`src/rtl/skin_segmenter_if.sv`:
```
// Pixel-in / object-out bus for the skin segmenter.
// Valid-only streams: pix_valid is consumed on every rising edge it is high (no ready);
// obj_valid marks the single cycle an output sample is present.
interface skin_segmenter_if;
    logic        pix_valid;
    logic        pix_sof;
    logic [7:0]  pix_y;
    logic [7:0]  pix_cb;
    logic [7:0]  pix_cr;
    logic        obj_valid;
    logic        object_image;
    logic [8:0]  obj_col;
    logic [8:0]  obj_row;
    logic        flag;
    logic [16:0] skin_count;
    logic [1:0]  state_dbg;

    modport master (
        output pix_valid, pix_sof, pix_y, pix_cb, pix_cr,
        input  obj_valid, object_image, obj_col, obj_row, flag, skin_count, state_dbg
    );

    modport slave (
        input  pix_valid, pix_sof, pix_y, pix_cb, pix_cr,
        output obj_valid, object_image, obj_col, obj_row, flag, skin_count, state_dbg
    );
endinterface

```
`src/rtl/skin_segmenter.sv`:
```
// YCbCr skin classifier with a causal 3-tap horizontal majority filter and per-frame
// skin pixel count; outputs appear two cycles after each accepted pixel.
module skin_segmenter #(
    parameter int          IMAGE_WIDTH  = 384,
    parameter int          IMAGE_HEIGHT = 216,
    parameter logic [7:0]  CB_MIN       = 8'd77,
    parameter logic [7:0]  CB_MAX       = 8'd127,
    parameter logic [7:0]  CR_MIN       = 8'd133,
    parameter logic [7:0]  CR_MAX       = 8'd173,
    parameter logic [7:0]  Y_MIN        = 8'd40
) (
    input  logic             clk,
    input  logic             rst,
    skin_segmenter_if.slave  bus
);
    typedef enum logic [1:0] {
        IDLE   = 2'd0,
        ACTIVE = 2'd1,
        DONE   = 2'd2
    } state_t;

    localparam logic [8:0]  LAST_COL = 9'(IMAGE_WIDTH - 1);
    localparam logic [8:0]  LAST_ROW = 9'(IMAGE_HEIGHT - 1);
    localparam logic [16:0] CNT_MAX  = 17'h1FFFF;

    // Frame tracking: col_q/row_q hold the position the next non-sof pixel will take.
    state_t     state_q;
    logic [8:0] col_q, row_q;
    logic       h1_q, h2_q;

    // Stage 1: filtered bit plus its tags, one cycle after acceptance.
    logic       s1_valid_q, s1_bit_q, s1_sof_q, s1_last_q;
    logic [8:0] s1_col_q, s1_row_q;

    // Stage 2: registered outputs and frame statistics.
    logic        obj_valid_q, obj_img_q, flag_q;
    logic [8:0]  obj_col_q, obj_row_q;
    logic [16:0] run_cnt_q, skin_count_q;

    logic        accept;
    logic [8:0]  pcol, prow;
    logic        raw, hist1, hist2, filt;
    logic        at_eol, is_last;
    logic [8:0]  col_d, row_d;
    state_t      state_d;
    logic [16:0] cnt_base, cnt_d;

    always_comb begin
        accept  = bus.pix_valid && (bus.pix_sof || state_q == ACTIVE);
        pcol    = bus.pix_sof ? 9'd0 : col_q;
        prow    = bus.pix_sof ? 9'd0 : row_q;
        raw     = (bus.pix_y >= Y_MIN) &&
                  (bus.pix_cb >= CB_MIN) && (bus.pix_cb <= CB_MAX) &&
                  (bus.pix_cr >= CR_MIN) && (bus.pix_cr <= CR_MAX);
        // Column 0 sees an all-zero history so nothing leaks across a row boundary.
        hist1   = (pcol != 9'd0) && h1_q;
        hist2   = (pcol != 9'd0) && h2_q;
        filt    = (raw & hist1) | (raw & hist2) | (hist1 & hist2);
        at_eol  = (pcol == LAST_COL);
        is_last = at_eol && (prow == LAST_ROW);
        col_d   = at_eol ? 9'd0 : pcol + 9'd1;
        row_d   = at_eol ? prow + 9'd1 : prow;
        state_d = is_last ? DONE : ACTIVE;
    end

    always_ff @(posedge clk or negedge rst) begin
        if (!rst) begin
            state_q <= IDLE;
            col_q   <= 9'd0;
            row_q   <= 9'd0;
            h1_q    <= 1'b0;
            h2_q    <= 1'b0;
        end else if (accept) begin
            state_q <= state_d;
            col_q   <= col_d;
            row_q   <= row_d;
            h1_q    <= raw;
            h2_q    <= hist1;
        end
    end

    always_ff @(posedge clk or negedge rst) begin
        if (!rst) begin
            s1_valid_q <= 1'b0;
            s1_bit_q   <= 1'b0;
            s1_sof_q   <= 1'b0;
            s1_last_q  <= 1'b0;
            s1_col_q   <= 9'd0;
            s1_row_q   <= 9'd0;
        end else begin
            s1_valid_q <= accept;
            if (accept) begin
                s1_bit_q  <= filt;
                s1_sof_q  <= bus.pix_sof;
                s1_last_q <= is_last;
                s1_col_q  <= pcol;
                s1_row_q  <= prow;
            end
        end
    end

    // Counting restarts when the sof pixel itself emits, so older in-flight pixels
    // land in the abandoned total and never in the new frame.
    always_comb begin
        cnt_base = s1_sof_q ? 17'd0 : run_cnt_q;
        cnt_d    = (cnt_base == CNT_MAX) ? cnt_base : cnt_base + {16'd0, s1_bit_q};
    end

    always_ff @(posedge clk or negedge rst) begin
        if (!rst) begin
            obj_valid_q  <= 1'b0;
            obj_img_q    <= 1'b0;
            obj_col_q    <= 9'd0;
            obj_row_q    <= 9'd0;
            flag_q       <= 1'b0;
            run_cnt_q    <= 17'd0;
            skin_count_q <= 17'd0;
        end else begin
            obj_valid_q <= s1_valid_q;
            if (s1_valid_q) begin
                obj_img_q <= s1_bit_q;
                obj_col_q <= s1_col_q;
                obj_row_q <= s1_row_q;
                if (s1_last_q) begin
                    skin_count_q <= cnt_d;
                    run_cnt_q    <= 17'd0;
                    flag_q       <= 1'b1;
                end else begin
                    run_cnt_q <= cnt_d;
                    if (s1_sof_q) begin
                        flag_q <= 1'b0;
                    end
                end
            end
        end
    end

    assign bus.obj_valid    = obj_valid_q;
    assign bus.object_image = obj_img_q;
    assign bus.obj_col      = obj_col_q;
    assign bus.obj_row      = obj_row_q;
    assign bus.flag         = flag_q;
    assign bus.skin_count   = skin_count_q;
    assign bus.state_dbg    = state_q;
endmodule
```
`src/flat_wrapper.sv`:
```
// flat-port wrapper written by rule: the top's interface ports become plain ports
module skin_segmenter_flat 
#(
    parameter int          IMAGE_WIDTH  = 384,
    parameter int          IMAGE_HEIGHT = 216,
    parameter logic [7:0]  CB_MIN       = 8'd77,
    parameter logic [7:0]  CB_MAX       = 8'd127,
    parameter logic [7:0]  CR_MIN       = 8'd133,
    parameter logic [7:0]  CR_MAX       = 8'd173,
    parameter logic [7:0]  Y_MIN        = 8'd40
)
  (clk, rst, bus_pix_valid, bus_pix_sof, bus_pix_y, bus_pix_cb, bus_pix_cr, bus_obj_valid, bus_object_image, bus_obj_col, bus_obj_row, bus_flag, bus_skin_count, bus_state_dbg);
  skin_segmenter_if bus_i ();
  input  logic clk;
  input  logic rst;
  input wire logic [$bits(bus_i.pix_valid)-1:0] bus_pix_valid;
  input wire logic [$bits(bus_i.pix_sof)-1:0] bus_pix_sof;
  input wire logic [$bits(bus_i.pix_y)-1:0] bus_pix_y;
  input wire logic [$bits(bus_i.pix_cb)-1:0] bus_pix_cb;
  input wire logic [$bits(bus_i.pix_cr)-1:0] bus_pix_cr;
  output wire logic [$bits(bus_i.obj_valid)-1:0] bus_obj_valid;
  output wire logic [$bits(bus_i.object_image)-1:0] bus_object_image;
  output wire logic [$bits(bus_i.obj_col)-1:0] bus_obj_col;
  output wire logic [$bits(bus_i.obj_row)-1:0] bus_obj_row;
  output wire logic [$bits(bus_i.flag)-1:0] bus_flag;
  output wire logic [$bits(bus_i.skin_count)-1:0] bus_skin_count;
  output wire logic [$bits(bus_i.state_dbg)-1:0] bus_state_dbg;
  assign bus_i.pix_valid = bus_pix_valid;
  assign bus_i.pix_sof = bus_pix_sof;
  assign bus_i.pix_y = bus_pix_y;
  assign bus_i.pix_cb = bus_pix_cb;
  assign bus_i.pix_cr = bus_pix_cr;
  assign bus_obj_valid = bus_i.obj_valid;
  assign bus_object_image = bus_i.object_image;
  assign bus_obj_col = bus_i.obj_col;
  assign bus_obj_row = bus_i.obj_row;
  assign bus_flag = bus_i.flag;
  assign bus_skin_count = bus_i.skin_count;
  assign bus_state_dbg = bus_i.state_dbg;
  skin_segmenter #(.IMAGE_WIDTH(IMAGE_WIDTH), .IMAGE_HEIGHT(IMAGE_HEIGHT), .CB_MIN(CB_MIN), .CB_MAX(CB_MAX), .CR_MIN(CR_MIN), .CR_MAX(CR_MAX), .Y_MIN(Y_MIN)) u_core (.clk(clk), .rst(rst), .bus(bus_i));
endmodule
```
`config.mk`:
```
export PLATFORM = sky130hd
export DESIGN_NAME = skin_segmenter_flat
export DESIGN_NICKNAME = d
export VERILOG_FILES = /design/src/rtl/skin_segmenter_if.sv /design/src/rtl/skin_segmenter.sv /design/src/flat_wrapper.sv
export SDC_FILE = /design/constraint.sdc
export NUM_CORES = 1
export LEC_CHECK = 0
export CAP_MARGIN = 20
export CORE_MARGIN = 10
export CORE_UTILIZATION = 49
export DETAILED_ROUTE_END_ITERATION = 10
export PLACE_DENSITY = 0.79
export SYNTH_ARGS = -nofsm -noshare
export SYNTH_HDL_FRONTEND = slang
export SYNTH_SLANG_ARGS = --single-unit
```
`constraint.sdc`:
```
create_clock -name clk -period 2.4 [get_ports clk]
set_clock_uncertainty 0.1 [all_clocks]
set_input_delay 0.48 -clock clk [delete_from_list [all_inputs] [get_ports clk]]
set_output_delay 0.48 -clock clk [all_outputs]
set_load 0.02 [all_outputs]
```
# == Word-level counts from Yosys, hierarchy flattened ==
# Index checks and enable logic that the tools add are counted.
# classes
addsub,3
mul,0
div,0
magnitude_cmp,5
n_eq_ne,4
shifts,0
muxes,10
n_bitwise,5
reduce_logical,13
# ops
cell,n
two-way mux 17 bit,3
two-way mux 9 bit,4
"adder 9 x 1 -> 9 bit, second input constant",2
adder 17 x 1 -> 17 bit,1
"equality test 17 bit, second input constant",1
"equality test 9 x 8 -> 1 bit, second input constant",1
"equality test 9 bit, second input constant",1
nonzero test 9 bit,1
"greater-or-equal comparator 8 x 6 -> 1 bit, second input constant",1
"greater-or-equal comparator 8 x 7 -> 1 bit, second input constant",1
"greater-or-equal comparator 8 bit, second input constant",1
"<= comparator 8 x 7 -> 1 bit, second input constant",1
"<= comparator 8 bit, second input constant",1
logical AND 1 bit,8
AND reduction 2 bit,2
AND 1 bit,3
"equality test 2 x 1 -> 1 bit, second input constant",1
two-way mux 1 bit,2
two-way mux 2 bit,1
bitwise OR 1 bit,2
nonzero test 2 bit,1
logical OR 1 bit,1
# word_totals
regBits,99
latch_bits,0
ramBits,0
romBits,0
in_bits,28
output_inout_bits,40
word_cells,58
n_memories,0

# == Logic depth before layout (Yosys ltp) ==
# depth
word_depth,8
ltp_mapped,11
depth_no_buf,9

# == Least setup slack after synthesis ==
# No wires, ideal clock.
# synth_timing
path_kind,input-to-reg
startpoint,in bus_pix_sof
endpoint,reg u_core.row_q[7]
setup_time_ps,134
t_arrival_ps,2464
t_required_ps,2166
setup_slack_ps,-297
stages,11
n_path_buf,3
cell_sequence,buf_6 -> clkbuf_1 -> nand2b_1 -> inv_1 -> ha_1 -> nand3_1 -> or4_1 -> buf_4 -> nor4_4 -> xnor2_1 -> o22ai_1
# synth_via
elab_chain_cells,3
word_cells_on_any_way,7
cone_classes,1 x add/sub; 1 x eq/ne; 3 x mux; 2 x reduce/logical
# synth_rtl
element,line_no,text
"start, declared",flat_wrapper.sv:17,input wire logic [$bits(bus_i.pix_sof)-1:0] bus_pix_sof;
two-way mux 9 bit,skin_segmenter.sv:50,pcol = bus.pix_sof ? 9'd0 : col_q;
net u_core.pcol[0],skin_segmenter.sv:41,"logic [8:0] pcol, prow;"
equality test 9 bit,skin_segmenter.sv:59,at_eol = (pcol == LAST_COL);
two-way mux 9 bit,skin_segmenter.sv:62,row_d = at_eol ? prow + 9'd1 : prow;
"end signal, assigned",skin_segmenter.sv:76,row_q <= row_d;
"end, declared",skin_segmenter.sv:28,"logic [8:0] col_q, row_q;"
# The timed path passes the listed nets, and every way through them passes these cells.
# A chain may end at the register's enable or synchronous reset.

# == Worst setup path in the final report ==
# layout_timing
startpoint,in bus_pix_sof
endpoint,reg u_core.row_q[5]
# The elaborated chain is that of the path after synthesis.

==> flow_metrics.py <==
metrics = {
    "setup_path": {
        "worst_r2r_path_depth": 7,
        "rr_startpoint": "u_core.s1_sof_q",
        "critPathCaptureType": "flip-flop",
        "timing.critical_path.required_ns": 2.56,
        "crit_path_start_kind": "input pin",
        "critPathArrivalTime_ns": 2.47,
        "worst-r2r-setup-slack_ns": 0.16,
        "timing.rr.end": "u_core.run_cnt_q[9]",
        "critical_path_peak_fanout": 9,
        "critical_path_class": "input pin to flip-flop",
        "critPathLaunch": "bus_pix_sof",
        "setup.worst_path.end": "u_core.row_q[5]",
    },
    "synthesis": {
        "syn_nets": 527,
        "synth.ff_latch_count": 98,
        "synth_edf_count": 0,
        "synth_cells": 494,
        "yosys_warnings": 0,
        "synth.cells.most_frequent": "98 x dfrtp_1, 79 x nand2_1, 31 x o21ai_0",
        "yosys.area.top_type": "dfrtp_1",
        "synthesis.area_per_instance_um2": 9.78,
        "post_synth_num_cell_types": 55,
        "postSynth.topFlopCell": "dfrtp_1",
        "postSynth.asyncResetShare": 1.00,
        "syn_area_mm2": 0.00483,
        "dominant_cells_by_area_after_synthesis": "dfrtp_1 51%, nand2_1 6.1%, mux2_2 4.7%, xnor2_1 3.3%, o21ai_0 3.2%",
        "synth_most_common_cell": "dfrtp_1",
        "synth_top_cell_area_share": 0.508,
        "seq_area_frac_synth": 0.508,
    },
    "route": {
        "drt-wirelength-per-cell_um": 15.6,
        "via_count": 3911,
        "antenna_left": 0,
        "total_wire_length_after_detailed_routing_mm": 11.1,
        "post_route_drc": 0,
        "route.detailed.vias_per_inst": 5.47,
        "detail_route.iter0.violations": 214,
        "drt-pass1-iter-count": 4,
    },
    "sta": {
        "final-setup-viol-count": 0,
        "hold_viol_final": 0,
        "final_worst_slack_ns": 0.0841,
        "timing.slew.headroom": 0.632,
        "fin_crit_sh": 0.965,
        "timing_worst_slew_pin_value_ns": 0.550,
        "fmax_mhz": 432,
        "worst_hold_slack_ns": 0.374,
        "timing.final.max_slew_violations": 0,
        "layout_min_cycle_time_ns": 2.32,
        "rsz0062_at_grt": "no",
    },
    "die": {
        "dieArea_mm2": 0.0142,
        "design.portCount": 68,
        "floorplan.die.width_um": 119,
        "num_rows": 36,
        "chipHeight_um": 119,
        "core-area_mm2": 0.00968,
        "floorplan.initialDensity": 0.499,
    },
    "grt": {
        "grt_first_pass_wirelength_mm": 19.2,
        "number_of_antenna_violations_at_the_first_check_in_global_routing": 0,
        "gr-usage-all-layers": 0.160,
        "grt_remaining_overflow": 0,
        "maximum_number_of_pins_on_one_net_before_global_route_repair": 47,
        "first_global_vias": 3986,
    },
    "clock_network": {
        "cts-htree-levels": 3,
        "cts-buffers-inserted": 9,
        "clk_pin_slew_worst_paths_ns": 0.09,
        "clock_insertion_delay_worst_skew_ns": 0.36,
        "post_cts_setup_inserts": 0,
        "cts_num_sinks": 98,
        "cts_tree": "yes",
        "cts.root.buffer_cell": "clkbuf_8",
        "cts_buffer_depth": 2,
    },
    "place": {
        "numPortBuffers": 64,
        "detailedPlace.worstSlack_ns": -0.265,
        "gpl.final_weighted_congestion": 0.868,
        "detailedPlacementHpwl_mm": 8.17,
    },
    "final_layout": {
        "flow.area_growth_from_synthesis_pct": 26.4,
        "post_route_cells_drive_above_1_share": 0.156,
        "num_antenna_cells": 0,
        "nets": 610,
    },
    "power": {
        "worst_ir_drop_vdd_v": 0.000361,
        "leakage_power_uw": 0.00266,
        "power_per_cell_area_mw_per_mm2": 515,
        "total_power_uw": 3150,
    },
    "run": {
        "maxCapViolCount": 0,
    },
    "min_path": {
        "worst_hold_path_type": "flip-flop to flip-flop",
    },
    "run_status": {
        "status": "completed",
    },
}
==> logic make-up (layout without fill, tap and decap cells) <==
logic type	count (synthesis)	after routing	synth area share
multiplexers	21	21	0.0487
adder cells (fa/ha/maj)	5	5	0.0130
XOR/XNOR	22	22	0.0399
AND/OR/NAND/NOR	195	195	0.210
buffers and inverters	39	127	0.0337
flip-flops	98	98	0.508
AO/OA/AOI/OAI	114	114	0.147
==> power breakdown <==
part | leakage [uW] | internal [uW] | total, uW | switching (uW)
Sequential | 0.00135 | 1670 | 1690 | 23.5
Clock | 0.000109 | 617 | 1180 | 565
Combinational | 0.00120 | 119 | 270 | 151
==> cell type report <==
cell class | count | area [um^2]
fillers | 786 | 3580
flip-flops and latches | 98 | 2450
multi-input cells | 357 | 2280
repair buffers | 100 | 936
well taps | 133 | 166
clock buffers | 10 | 138
clock inverters | 6 | 88.8
inverters | 11 | 41.3
==> state kept, by name, summed over array words and instances, names as in the netlist, 9 cells and up <==
signal and cells:
u_core.s1_row_q 9, u_core.bus.skin_count 17, u_core.row_q 9, u_core.col_q 9, u_core.run_cnt_q 17, u_core.s1_col_q 9
u_core.bus.obj_row 9, u_core.bus.obj_col 9
==> per-layer routing <==
metal	vias up	GRT usage	part of all wire
met5	-	0	0
met4	0	0.0466	0.012
met3	11	0.0482	0.058
met2	108	0.277	0.51
met1	1897	0.186	0.42
li1	1895	-	-
==> cell usage in the layout, fill, tap and decap left out, types with 8 or more instances in the layout <==
cell             count
dfrtp_1             98
nand2_1             79
clkdlybuf4s50_1     63
buf_4               34
o21ai_0             31
nor2_1              20
mux2_2              20
xnor2_1             18
o21ai_1             16
a21oi_1             16
nand3_1             15
nand2b_1            14
nor2b_1             12
clkbuf_8            10
nor3_1               9
a22o_1               9
inv_1                8
o31ai_1              8
==> through the flow <==
| stage | utilization | cells | instance area, um^2 | TNS (ns) |
|---|---|---|---|---|
| floorplan | - | 494 | 4900 | 0 |
| global placement | 0.605 | 698 | 5860 | -2.46 |
| detailed placement | 0.605 | 698 | 5860 | -2.88 |
| CTS | 0.630 | 715 | 6100 | 0 |
| global route | 0.630 | 715 | 6110 | 0 |
| finish | 0.630 | 715 | 6110 | 0 |
==> repair_timing <==
item / CTS / global route
setup endpoints to repair: 0 / 2
gates resized for setup: 0 / 2
hold buffers: 1 / 0
hold endpoints to repair: 32 / 0
==> worst max-delay path, cell delays in order <==
cell             delay [ns]
clkdlybuf4s50_1        0.45
nand2b_4               0.17
inv_2                  0.08
ha_4                   0.14
nand3_2                0.08
or4_1                  0.40
buf_4                  0.20
nor3_2                 0.15
o22ai_1                0.09
a22o_1                 0.23
==> how the worst min path moves through the flow <==
stage                                   from                  endpoint  depth (start not counted)
floorplan                                rst           u_core.bus.flag                          0
finish                    u_core.s1_row_q[8]        u_core.s1_row_q[8]                          2
detailed placement                       rst  u_core.bus.skin_count[3]                          1
global route        u_core.bus.skin_count[8]  u_core.bus.skin_count[8]                          2
CTS                       u_core.s1_row_q[8]        u_core.s1_row_q[8]                          2
global placement                         rst  u_core.bus.skin_count[3]                          1
Note: power is estimated with default switching activity, not from simulation.
